**src/rtl/round_div_rr_sched.sv**
```systemverilog
// Round-robin arbiter feeding a two-stage round-half-up divide-by-2^shift unit with saturation.
// Define ROUND_DIV_RR_STATS_EN to add the saturating sat_count output.
module round_div_rr_sched #(
    parameter int unsigned NUM_REQ   = 4,
    parameter int unsigned OUT_WIDTH = 16,
    parameter int unsigned SHW       = 3,
    parameter int unsigned IN_WIDTH  = OUT_WIDTH + 2**SHW - 1,
    parameter int unsigned IDW       = $clog2(NUM_REQ)
) (
    input  logic                    clk,
    input  logic                    reset,
    input  logic [NUM_REQ-1:0]      req_valid,
    output logic [NUM_REQ-1:0]      req_ready,
    input  logic [NUM_REQ*IN_WIDTH-1:0] req_data,
    input  logic [NUM_REQ*SHW-1:0]  req_shift,
    output logic                    out_valid,
    input  logic                    out_ready,
    output logic [OUT_WIDTH-1:0]    out_data,
    output logic [IDW-1:0]          out_id,
`ifdef ROUND_DIV_RR_STATS_EN
    output logic [15:0]             sat_count,
`endif
    output logic                    out_sat
);

    localparam int unsigned TW = OUT_WIDTH + 2**SHW;

    logic [IDW-1:0]      ptr;
    logic                a_valid;
    logic [IN_WIDTH-1:0] a_data;
    logic [SHW-1:0]      a_shift;
    logic [IDW-1:0]      a_id;

    logic                b_adv;
    logic                a_adv;
    logic                gnt_found;
    logic [IDW-1:0]      gnt_idx;
    logic                xfer;
    logic [IDW:0]        scan_sum;
    logic [IDW-1:0]      scan_idx;

    logic [IN_WIDTH-1:0] quo;
    logic                rnd;
    logic [TW-1:0]       sum;
    logic                sat;
    logic [OUT_WIDTH-1:0] res;

    assign b_adv = !out_valid || out_ready;
    assign a_adv = !a_valid || b_adv;
    assign xfer  = a_adv && gnt_found && !reset;

    // Scan from ptr upward with explicit wrap so non-power-of-two NUM_REQ works.
    always_comb begin
        gnt_found = 1'b0;
        gnt_idx   = '0;
        scan_sum  = '0;
        scan_idx  = '0;
        for (int unsigned k = 0; k < NUM_REQ; k++) begin
            scan_sum = {1'b0, ptr} + (IDW+1)'(k);
            if (scan_sum >= (IDW+1)'(NUM_REQ))
                scan_sum = scan_sum - (IDW+1)'(NUM_REQ);
            scan_idx = scan_sum[IDW-1:0];
            if (!gnt_found && req_valid[scan_idx]) begin
                gnt_found = 1'b1;
                gnt_idx   = scan_idx;
            end
        end
    end

    always_comb begin
        req_ready = '0;
        if (xfer)
            req_ready[gnt_idx] = 1'b1;
    end

    always_ff @(posedge clk or posedge reset) begin
        if (reset) begin
            a_valid <= 1'b0;
            a_data  <= '0;
            a_shift <= '0;
            a_id    <= '0;
            ptr     <= '0;
        end else if (xfer) begin
            a_valid <= 1'b1;
            a_data  <= req_data[gnt_idx*IN_WIDTH +: IN_WIDTH];
            a_shift <= req_shift[gnt_idx*SHW +: SHW];
            a_id    <= gnt_idx;
            ptr     <= (gnt_idx == IDW'(NUM_REQ - 1)) ? '0 : gnt_idx + 1'b1;
        end else if (b_adv) begin
            a_valid <= 1'b0;
        end
    end

    // Round-half-up: add back the last bit shifted out; sum is wide enough to never wrap.
    always_comb begin
        quo = a_data >> a_shift;
        rnd = (a_shift != '0) && a_data[a_shift - SHW'(1)];
        sum = {1'b0, quo} + TW'(rnd);
        sat = |sum[TW-1:OUT_WIDTH];
        res = sat ? '1 : sum[OUT_WIDTH-1:0];
    end

    always_ff @(posedge clk or posedge reset) begin
        if (reset) begin
            out_valid <= 1'b0;
            out_data  <= '0;
            out_id    <= '0;
            out_sat   <= 1'b0;
        end else if (b_adv) begin
            out_valid <= a_valid;
            if (a_valid) begin
                out_data <= res;
                out_id   <= a_id;
                out_sat  <= sat;
            end
        end
    end

`ifdef ROUND_DIV_RR_STATS_EN
    always_ff @(posedge clk or posedge reset) begin
        if (reset)
            sat_count <= '0;
        else if (b_adv && a_valid && sat && (sat_count != '1))
            sat_count <= sat_count + 16'd1;
    end
`endif

endmodule

```
**config.mk**
```make
export PLATFORM = sky130hd
export DESIGN_NAME = round_div_rr_sched
export DESIGN_NICKNAME = d
export VERILOG_FILES = /design/src/rtl/round_div_rr_sched.sv
export SDC_FILE = /design/constraint.sdc
export NUM_CORES = 1
export LEC_CHECK = 0
export BUFFER_PORTS_ARGS = -buffer_cell sky130_fd_sc_hd__buf_2
export CAP_MARGIN = 20
export CORE_MARGIN = 2
export CORE_UTILIZATION = 40
export CTS_BUF_LIST = sky130_fd_sc_hd__clkbuf_8
export DETAILED_ROUTE_END_ITERATION = 8
export HOLD_SLACK_MARGIN = 0.15
export PLACE_DENSITY = 0.76
export SLEW_MARGIN = 20
export SYNTH_ARGS = -nofsm -noshare
export SYNTH_HDL_FRONTEND = slang
export SYNTH_SLANG_ARGS = --single-unit
```
**constraint.sdc**
```tcl
create_clock -name clk -period 5.3 [get_ports clk]
set_input_delay 0.265 -clock clk [delete_from_list [all_inputs] [get_ports clk]]
set_output_delay 0.265 -clock clk [all_outputs]
set_load 0.1 [all_outputs]
```
==> qor.txt, run 1 <==
Status = complete, no violations
Power Total = 3.42 mW
Core area = 11400 sq um
Leak = 2.51 nW
Chip height = 112 um
Initial antenna violation count = 0
DP HPWL = 8780 um
Max Cap Violations = 0
Hold buffer count at cts = 0
# diodes = 0
Cell Pwr Density = 632 nW/um^2
Drt pass-1 iters = 5
First-pass GRT wire length = 19800 um
Final setup margin = 1210 ps
Worst min path class = in -> async
Post-synth top flop = dfrtp_1
CP endpoint kind = flop
CTS Sinks = 51
Die area = 12500 sq um
DRC viols = 0
Synth warn = 0
Maximum clock insertion buffer count = 2
Iter 0 DRT Violations = 336
Setup_tns = 0 ps
Critical path arrival = 4230 ps
Proportion of layout cells with a drive suffix above 1 = 28.5%
Design Area, Final = 5420 sq um
Post-Syn Area per Cell = 7.72 sq um
Final hold violation count = 0
Crit-path max FO = 19
Worst Skew = 8.32 ps
Post-cts gate resize count = 0
Largest net degree at the start of global routing = 61
Routed WL = 11400 um
Slew Limit Fails = 0
Synth Register Bits = 51
Routability cong. = 0.937
Die X = 112 um
Clk pin slew, worst setup/hold paths = 90 ps
CP required = 5450 ps
Slew HR = 41.1%
Setup violations, final = 0
Asr flop ratio synth = 100%
Starting Density = 40.9%
GRT Total Usage = 18.5%
Post-Syn Instances = 603
Grt ovf = 0
Row cnt = 39
Worst VDD drop = 0.409 mV
Tcrit/Tclk final = 77.1%
Post-CTS Setup Bufs = 0
Number of flops mapped to enable cells by yosys = 0
Synth cell types = 70
Latest clock arrival within the worst-skew pair = 310 ps
Final core occ = 47.7%
CTS Root Cell = clkbuf_8
IO buf count = 134
Pre-CTS setup slack = 1180 ps
Worst-margin pin slew = 882 ps
CTS buffer count = 5
Kind of critical path = reg -> reg
Placed cell area = 5310 sq um
Num ports = 135
Register area share after synthesis = 27.4%
Htree depth = 2
Final ANT Viol Nets = 0
Critical path launch point type = flop
CTS tree = done
Area Growth Syn to Fin = 16.4%
Mapped Area = 4650 sq um
Vias in the first global route = 4179
Via density per instance = 5.28
Crit path time final = 4090 ps
RSZ-0062 raised after global routing = no
Routed len/inst = 13.4 um
Via count = 4501
Maximum clock frequency = 0.245 GHz
Syn Nets = 722
Fill count = 1135
Final #Nets = 829
==> kinds of logic after synthesis <==
group,count (synthesis),share of synthesized area (%)
xor+xnor,15,3.23
buf+inv,49,5.97
simple gates,310,29.5
mux,50,14.9
compound gates,120,16.8
fa+ha+maj,8,2.15
flops,51,27.4
==> critical path: stages, from the launching register on <==
cell and delay [ps]:
dfrtp_1 390, inv_2 260, ha_1 320, mux4_2 240
mux2i_1 60, or3_1 290, o21ai_0 90, ha_1 310
ha_1 210, o21a_1 170, and4b_1 320, nand4b_1 140
mux2i_1 180, a211oi_4 740, a31oi_1 190
==> cell usage after synthesis, drive strengths merged, types with 3 or more instances <==
cell    number  share of area [%]
o21ai       66                7.2
clkbuf      26                2.1
a21oi       12                1.6
o21a         4               0.81
and3         9                1.2
mux2i       28                6.5
inv          8               0.65
a211o        3               0.56
xor2         6                1.1
dfrtp       51                 27
mux2        10                2.5
o22ai        4               0.67
xnor2        9                2.1
a31oi       16                3.0
nand2      198                 16
nor2        37                3.3
nand3       30                3.2
nand2b       5               0.67
a211oi       4               0.91
mux4        12                5.9
or3b         3               0.56
ha           8                2.2
nor3        11                1.3
buf         15                3.2
==> worst paths after layout <==
path / slack (ps) / startpoint / endpoint / cells after the start
max in group asynchronous: 4680 / reset / a_data[16]$_DFFE_PP0P_ / 2
max: 1210 / a_shift[0]$_DFFE_PP0P_ / out_data[11]$_DFFE_PP0P_ / 14
max reg2reg: 1210 / a_shift[0]$_DFFE_PP0P_ / out_data[11]$_DFFE_PP0P_ / 14
min: 120 / reset / out_valid$_DFFE_PP0N_ / 2
min in group clk: 200 / reset / a_valid$_DFFE_PP0P_ / 2
min reg2reg: 470 / out_id[0]$_DFFE_PP0P_ / out_id[0]$_DFFE_PP0P_ / 2
==> flip-flops by register name, indices dropped and copies added, names as in the netlist <==
| name | cells |
|---|---|
| out_id | 2 |
| ptr | 2 |
| out_sat | 1 |
| a_shift | 3 |
| a_data | 23 |
| out_data | 16 |
| out_valid | 1 |
| a_valid | 1 |
| a_id | 2 |
==> per-layer routing <==
metal / vias to the layer above / track usage (%) / wire length [um]
met5: - / 0 / 0
met4: 0 / 3.05 / 119
met3: 15 / 2.99 / 833
met2: 165 / 28.8 / 5010
met1: 2016 / 27.7 / 5470
li1: 2305 / - / -
==> final cells by class <==
type / instances / area (sq um) / area share (%)
Clock buffer: 5 / 68.8 / 1.27
Clock inverter: 2 / 33.8 / 0.624
Inverter: 8 / 31.3 / 0.577
Multi-Input combinational cell: 503 / 3110 / 57.3
Sequential cell: 51 / 1280 / 23.6
Tap cell: 143 / 179 / 3.30
Timing Repair Buffer: 141 / 723 / 13.3
==> cell usage in the layout (no fill, tap or decap), types with 7 or more instances in the layout <==
cell type / instances
nor2_1: 36
mux4_2: 11
xnor2_1: 8
buf_4: 7
nand2_1: 198
o21ai_0: 64
mux2i_1: 22
nand3_1: 30
mux2_2: 9
a21oi_1: 8
a31oi_1: 10
nor3_1: 9
and3_1: 9
dfrtp_1: 51
ha_1: 8
buf_2: 134
==> report_power, final <==
group / leakage (nW) / internal, mW / switching [mW] / total [mW]
clock: 0.0554 / 0.137 / 0.129 / 0.265
sequential: 0.571 / 0.544 / 0.165 / 0.709
combinational: 1.89 / 0.840 / 1.61 / 2.45
total: 2.51 / 1.52 / 1.90 / 3.42
==> metrics by stage <==
stage / cells / hold slack (ps)
floorplan: 603 / 377
global placement: 846 / 455
detailed placement: 846 / 456
CTS: 853 / 183
global route: 853 / 197
finish: 853 / 121
Note: power is estimated with default switching activity, not from simulation.
==> inputs of run 2 (changes only) <==
--- a/config.mk
+++ b/config.mk
@@ -12,7 +12,7 @@
 export CTS_BUF_LIST = sky130_fd_sc_hd__clkbuf_8
 export DETAILED_ROUTE_END_ITERATION = 8
 export HOLD_SLACK_MARGIN = 0.15
-export PLACE_DENSITY = 0.76
+export PLACE_DENSITY = 0.79
 export SLEW_MARGIN = 20
 export SYNTH_ARGS = -nofsm -noshare
 export SYNTH_HDL_FRONTEND = slang
==> constraint.sdc (replaced) <==
create_clock -name clk -period 3.35 [get_ports clk]
set_input_delay 0.1675 -clock clk [delete_from_list [all_inputs] [get_ports clk]]
set_output_delay 0.1675 -clock clk [all_outputs]
set_load 0.1 [all_outputs]
==> run 2 against run 1 <==
Compared with the run above:
- clock-buffer cell count stayed put
- hold slack better by 57 ps
- clock skew is 0.55 ps lower
- sequential share of layout area is 0.75 points lower
- critical path type unchanged
- critical path depth stayed put
==> qor.txt, run 2 (synthesized netlist as in run 1, its figures left out) <==
Max reg flops = 23 (unchanged)
Drt pass-1 iters = 5 (unchanged)
Core area = 11400 sq um (unchanged)
Worst min path class = in -> reg
Final ANT Viol Nets = 0 (unchanged)
Tcrit/Tclk final = 99.6% (+22 points)
Num ports = 135 (unchanged)
Routed len/inst = 13.5 um (+0.82%)
Crit-path max FO = 15 (-4)
Critical path launch point type = flop
RSZ-0062 raised after global routing = yes
DRC viols = 0 (unchanged)
Routability cong. = 0.882 (-5.8%)
Initial antenna violation count = 0 (unchanged)
Via count = 4512 (+0.24%)
Slew Limit Fails = 0 (unchanged)
Largest net degree at the start of global routing = 61 (unchanged)
Max Cap Violations = 0 (unchanged)
CTS Root Cell = clkbuf_8
Die X = 112 um (unchanged)
Leak = 2.58 nW (+2.7%)
Design Area, Final = 5600 sq um (+3.4%)
Latest clock arrival within the worst-skew pair = 310 ps (about the same)
Placed cell area = 5370 sq um (+1.1%)
Slew HR = 43.8% (+2.7 points)
Clock share of power = 6.5% (-1.3 points)
Largest Register = a_data
Routed WL = 11700 um (+2.1%)
Status = complete, no violations
Chip height = 112 um (unchanged)
Htree depth = 2 (unchanged)
Crit path time final = 3340 ps (-751 ps)
CP required = 3540 ps (-1910 ps)
IO buf count = 134 (unchanged)
Die area = 12500 sq um (unchanged)
Grt ovf = 0 (unchanged)
Maximum clock frequency = 0.300 GHz (+23%)
Area Growth Syn to Fin = 20.4%
Cell Pwr Density = 1010 nW/um^2 (+60%)
Largest regs = a_data: 23 flops, out_data: 16 flops, a_shift: 3 flops
Worst VDD drop = 0.834 mV (+100%)
CTS Sinks = 51 (unchanged)
RR Endpoint = out_data[8]$_DFFE_PP0P_
CTS buffer count = 5 (unchanged)
Logic gate share of total power = 73.9% (+2.4 points)
Setup violations, final = 0 (unchanged)
Clk pin slew, worst setup/hold paths = 100 ps (about the same)
Final hold violation count = 0 (unchanged)
CP endpoint kind = flop
Cell-internal power = 2.54 mW (+67%)
Hold Path Origin = out_ready
Setup crit start = a_shift[0]$_DFFE_PP0P_
Row cnt = 39 (unchanged)
Flop-to-flop setup slack = 10 ps (-1200 ps)
Starting Density = 40.9% (unchanged)
Sw frac = 55.3% (-0.34 points)
Final #Nets = 839 (+1.2%)
# diodes = 0 (unchanged)
Flop pwr share = 19.6% (-1.1 points)
CTS tree = done
Iter 0 DRT Violations = 302 (-10%)
Worst Reg-to-Reg Cells = 14 (unchanged)
P_sw = 3.14 mW (+65%)
GRT Total Usage = 18.4% (-0.12 points)
Kind of critical path = reg -> reg
Worst Skew = 7.77 ps (-0.548 ps)
Maximum clock insertion buffer count = 2 (unchanged)
Critical path arrival = 3520 ps (-710 ps)
Worst flop-to-flop path startpoint = a_shift[0]$_DFFE_PP0P_
Fill count = 1123 (-1.1%)
DP HPWL = 8770 um (-0.11%)
First-pass GRT wire length = 19700 um (-0.38%)
Commonest non-fill, non-tap cell in the layout = nand2_1
Vias in the first global route = 4171 (-0.19%)
Most frequent cells in the layout = nand2_1 (198), buf_2 (134), o21ai_0 (63)
Crit path to = out_data[8]$_DFFE_PP0P_
Worst-margin pin slew = 842 ps (-40.1 ps)
Power Total = 5.68 mW (+66%)
Via density per instance = 5.22 (-1.0%)
Proportion of layout cells with a drive suffix above 1 = 30.8% (+2.3 points)
[run 2: worst min-delay path by stage]
stage / cells past startpoint / end
after floorplan: 1 / a_valid$_DFFE_PP0P_
after global placement: 2 / a_valid$_DFFE_PP0P_
after detailed placement: 2 / a_valid$_DFFE_PP0P_
after CTS: 3 / out_valid$_DFFE_PP0N_
after global routing: 3 / out_valid$_DFFE_PP0N_
final: 3 / out_valid$_DFFE_PP0N_
[run 2: per-stage QoR]
stage | instances | worst slack [ps] | setup TNS (ps) | hold slack (ps) | utilization, %
finish | 864 | 14.6 | 0 | 178 | 49.3
CTS | 859 | 19.1 | 0 | 182 | 48.2
global route | 864 | -119 | -1440 | 207 | 49.3
detailed placement | 850 | 13.2 | 0 | 420 | 47.3
floorplan | 603 | -231 | -2770 | 279 | -
global placement | 850 | 149 | 0 | 404 | 47.3
[run 2: power groups by stage]
stage                     clock (mW)  combinational (mW)  sequential, mW
after floorplan                    0                2.64            1.73
after global placement             0                3.92            1.11
after detailed placement           0                3.97            1.12
after CTS                      0.382                3.99            1.11
after global routing           0.413                4.54            1.16
final                          0.369                4.20            1.11
[run 2: critical path: stages, from the launching register on]
cell and delay, ps:
dfrtp_2 450, buf_8 170, mux4_2 360, mux2i_1 80
or3_1 320, o21ai_2 100, ha_4 200, ha_4 140
o21a_1 150, and4b_2 270, nand4b_1 130, mux2i_2 200
a211oi_4 340, clkbuf_16 230, a31oi_2 70
[run 2: timing repair]
item | 4_1_cts | 5_1_grt
resized for setup | 1 | 12
cloned | 0 | 1
hold buffers | 1 | 0
pin swaps | 0 | 3
endpoints found under the setup margin | 1 | 17
hold endpoints to repair | 3 | 0
buffers inserted | 0 | 4
[run 2: final cells by class]
class	instances	area [sq um]	share of cell area (%)
clock inverter	3	22.5	0.402
tap	143	179	3.19
clock buffer	5	68.8	1.23
timing repair buffer	151	858	15.3
multi-input combinational	503	3160	56.4
inverter	8	33.8	0.603
sequential	51	1280	22.8
[run 2: routing by layer]
| metal | part of all wire, % | wire [um] | global-route usage, % |
|---|---|---|---|
| met1 | 46 | 5410 | 26.6 |
| met2 | 46 | 5350 | 29.7 |
| met3 | 6.8 | 789 | 2.83 |
| met4 | 0.98 | 114 | 3.29 |
| met5 | 0 | 0 | 0 |
==> inputs of run 3 (changes only) <==
--- a/config.mk
+++ b/config.mk
@@ -8,11 +8,11 @@
 export BUFFER_PORTS_ARGS = -buffer_cell sky130_fd_sc_hd__buf_2
 export CAP_MARGIN = 20
 export CORE_MARGIN = 2
-export CORE_UTILIZATION = 40
+export CORE_UTILIZATION = 25
 export CTS_BUF_LIST = sky130_fd_sc_hd__clkbuf_8
 export DETAILED_ROUTE_END_ITERATION = 8
 export HOLD_SLACK_MARGIN = 0.15
-export PLACE_DENSITY = 0.79
+export PLACE_DENSITY = 0.58
 export SLEW_MARGIN = 20
 export SYNTH_ARGS = -nofsm -noshare
 export SYNTH_HDL_FRONTEND = slang
==> run 3 against run 2 <==
Compared with the run above:
- global-route usage decreased by 5.1 points
- combinational power increased by 1%
- final cell count increased by 11%
- power increased by 2.1%
- critical path depth unchanged
- utilization decreased by 17 points
- clock power increased by 13%
- routed wire length increased by 12%
==> qor.txt, run 3 (synthesized netlist as in run 1, its figures left out) <==
Setup_tns = 0 ps (unchanged)
Max Cap Violations = 0 (unchanged)
Worst VDD drop = 0.318 mV (-62%)
Via count = 4523 (+0.24%)
Htree depth = 2 (unchanged)
Most frequent cells in the layout = nand2_1 (198), buf_2 (134), o21ai_0 (63)
Die area = 19700 sq um (+58%)
Final hold violation count = 0 (unchanged)
Final core occ = 32.0% (-17 points)
RSZ-0062 raised after global routing = yes
Latest clock arrival within the worst-skew pair = 320 ps (about the same)
Row cnt = 49 (+26%)
Initial antenna violation count = 0 (unchanged)
CTS Root Cell = clkbuf_8
Starting Density = 25.7% (-15 points)
Num ports = 135 (unchanged)
Leak = 2.63 nW (+2.2%)
CTS Sinks = 51 (unchanged)
Kind of critical path = reg -> reg
Area Growth Syn to Fin = 24.2%
Worst Skew = 7.34 ps (-0.434 ps)
Critical path arrival = 3460 ps (-60 ps)
GRT Total Usage = 13.3% (-5.1 points)
# diodes = 0 (unchanged)
Proportion of layout cells with a drive suffix above 1 = 31.2% (+0.44 points)
Final #Nets = 849 (+1.2%)
Routability cong. = 0.806 (-8.7%)
CP endpoint kind = flop
CTS tree = done
CP delay by family, top = simple AND/OR/NAND/NOR gates
Worst min path class = in -> reg
Maximum clock frequency = 0.306 GHz (+2.2%)
CTS buffer count = 5 (unchanged)
Fill count = 1893 (+69%)
Core area = 18100 sq um (+59%)
Commonest non-fill, non-tap cell in the layout = nand2_1
Slew Limit Fails = 0 (unchanged)
Die X = 140 um (+26%)
Setup violations, final = 0 (unchanged)
Clk pin slew, worst setup/hold paths = 90 ps (about the same)
DRC viols = 0 (unchanged)
First-pass GRT wire length = 21700 um (+10%)
Largest regs = a_data: 23 flops, out_data: 16 flops, a_shift: 3 flops
Largest net degree at the start of global routing = 61 (unchanged)
Sum of buffers and inverters on the critical path = 2 (unchanged)
Crit path time final = 3260 ps (-71.8 ps)
Final ANT Viol Nets = 0 (unchanged)
Routed len/inst = 13.7 um (+1.3%)
Max reg flops = 23 (unchanged)
Cell Pwr Density = 1000 nW/um^2 (-1.0%)
Worst path max stage delay = 420 ps (-30 ps)
Drt pass-1 iters = 4 (-1)
IO buf count = 134 (unchanged)
Vias in the first global route = 4292 (+2.9%)
Chip height = 140 um (+26%)
Routed WL = 13100 um (+12%)
CP required = 3540 ps (about the same)
Tcrit/Tclk final = 97.4% (-2.1 points)
Largest Register = a_data
Via density per instance = 4.72 (-9.7%)
Grt ovf = 0 (unchanged)
Worst path slowest cell = dfrtp_1
Crit-path cells = buf_4 -> mux4_2 -> mux2i_1 -> or3_1 -> o21ai_2 -> ha_2 -> ha_4 -> o21a_1 -> and4b_2 -> nand4b_1 -> mux2i_2 -> a211oi_4 -> clkbuf_16 -> a31oi_2
DP HPWL = 10300 um (+17%)
Critical path launch point type = flop
Slew HR = 52.0% (+8.2 points)
Worst-margin pin slew = 720 ps (-122 ps)
Maximum clock insertion buffer count = 2 (unchanged)
Status = complete, no violations
Iter 0 DRT Violations = 191 (-37%)
Crit-path max FO = 8 (-7)
## run 3: cell types whose count changed in the layout (fill, tap and decap cells not counted), sizes merged
cell,delta
buf,+9
clkinv,-2
bufinv,+1
dlygate4sd3,+1
## run 3: through the flow
step / worst slack (ps) / power, mW / hold slack [ps] / cells / area [sq um]
global route: -56.9 / 6.26 / 240 / 959 / 5780
detailed placement: 21.5 / 5.26 / 258 / 943 / 5550
finish: 86.5 / 5.80 / 213 / 959 / 5780
global placement: 93.8 / 5.23 / 413 / 942 / 5530
CTS: 13.0 / 5.69 / 208 / 952 / 5670
floorplan: -231 / 4.38 / 279 / 603 / 4690
## run 3: layer usage
layer	up-vias	global-route usage (%)	part of all wire, %	wire length (um)
met1	2002	19.8	50	6540
met2	172	19.8	42	5510
met5	-	0	0	0
met3	11	2.87	7.0	925
li1	2338	-	-	-
met4	0	2.92	1.1	150
## run 3: tightest hold or removal path, stage by stage
cell,delay [ps]
buf_2,90
nand2_1,40
nand3_1,60
o21ai_0,70
o21ai_0,70
## run 3: report_power, final
| group | internal, mW | total, mW | switching, mW | leakage, nW |
|---|---|---|---|---|
| logic | 1.55 | 4.26 | 2.70 | 2.01 |
| clock network | 0.216 | 0.418 | 0.202 | 0.0554 |
| registers | 0.861 | 1.12 | 0.264 | 0.571 |
## run 3: timing repair
action / in CTS / in global routing
hold endpoints to repair: 25 / 0
hold buffers: 2 / 0
setup endpoints to repair: 0 / 17
setup buffers: 0 / 6
resized for setup: 0 / 10
## run 3: area by class of cell
| cell class | count | area [sq um] | share of cell area, % |
|---|---|---|---|
| sequential | 51 | 1280 | 22.1 |
| clock buffer | 5 | 68.8 | 1.19 |
| multi-input combinational | 503 | 3150 | 54.5 |
| timing repair buffer | 161 | 932 | 16.1 |
| inverter | 8 | 32.5 | 0.563 |
| tap | 229 | 287 | 4.96 |
| clock inverter | 2 | 33.8 | 0.584 |
## run 3: path summary, 6_finish.rpt
path                                             start                      end  slack [ps]  depth (start not counted)
min in group asynchronous                        reset      a_valid$_DFFE_PP0P_         470                          3
worst min register to register     a_id[1]$_DFFE_PP0P_    out_id[1]$_DFFE_PP0P_         470                          2
max in group asynchronous                        reset   a_data[21]$_DFFE_PP0P_        2360                          4
worst min-delay path                      req_data[33]   a_data[10]$_DFFE_PP0P_         210                          5
worst max-delay path            a_shift[0]$_DFFE_PP0P_  out_data[5]$_DFFE_PP0P_          90                         14
worst max register to register  a_shift[0]$_DFFE_PP0P_  out_data[5]$_DFFE_PP0P_          90                         14
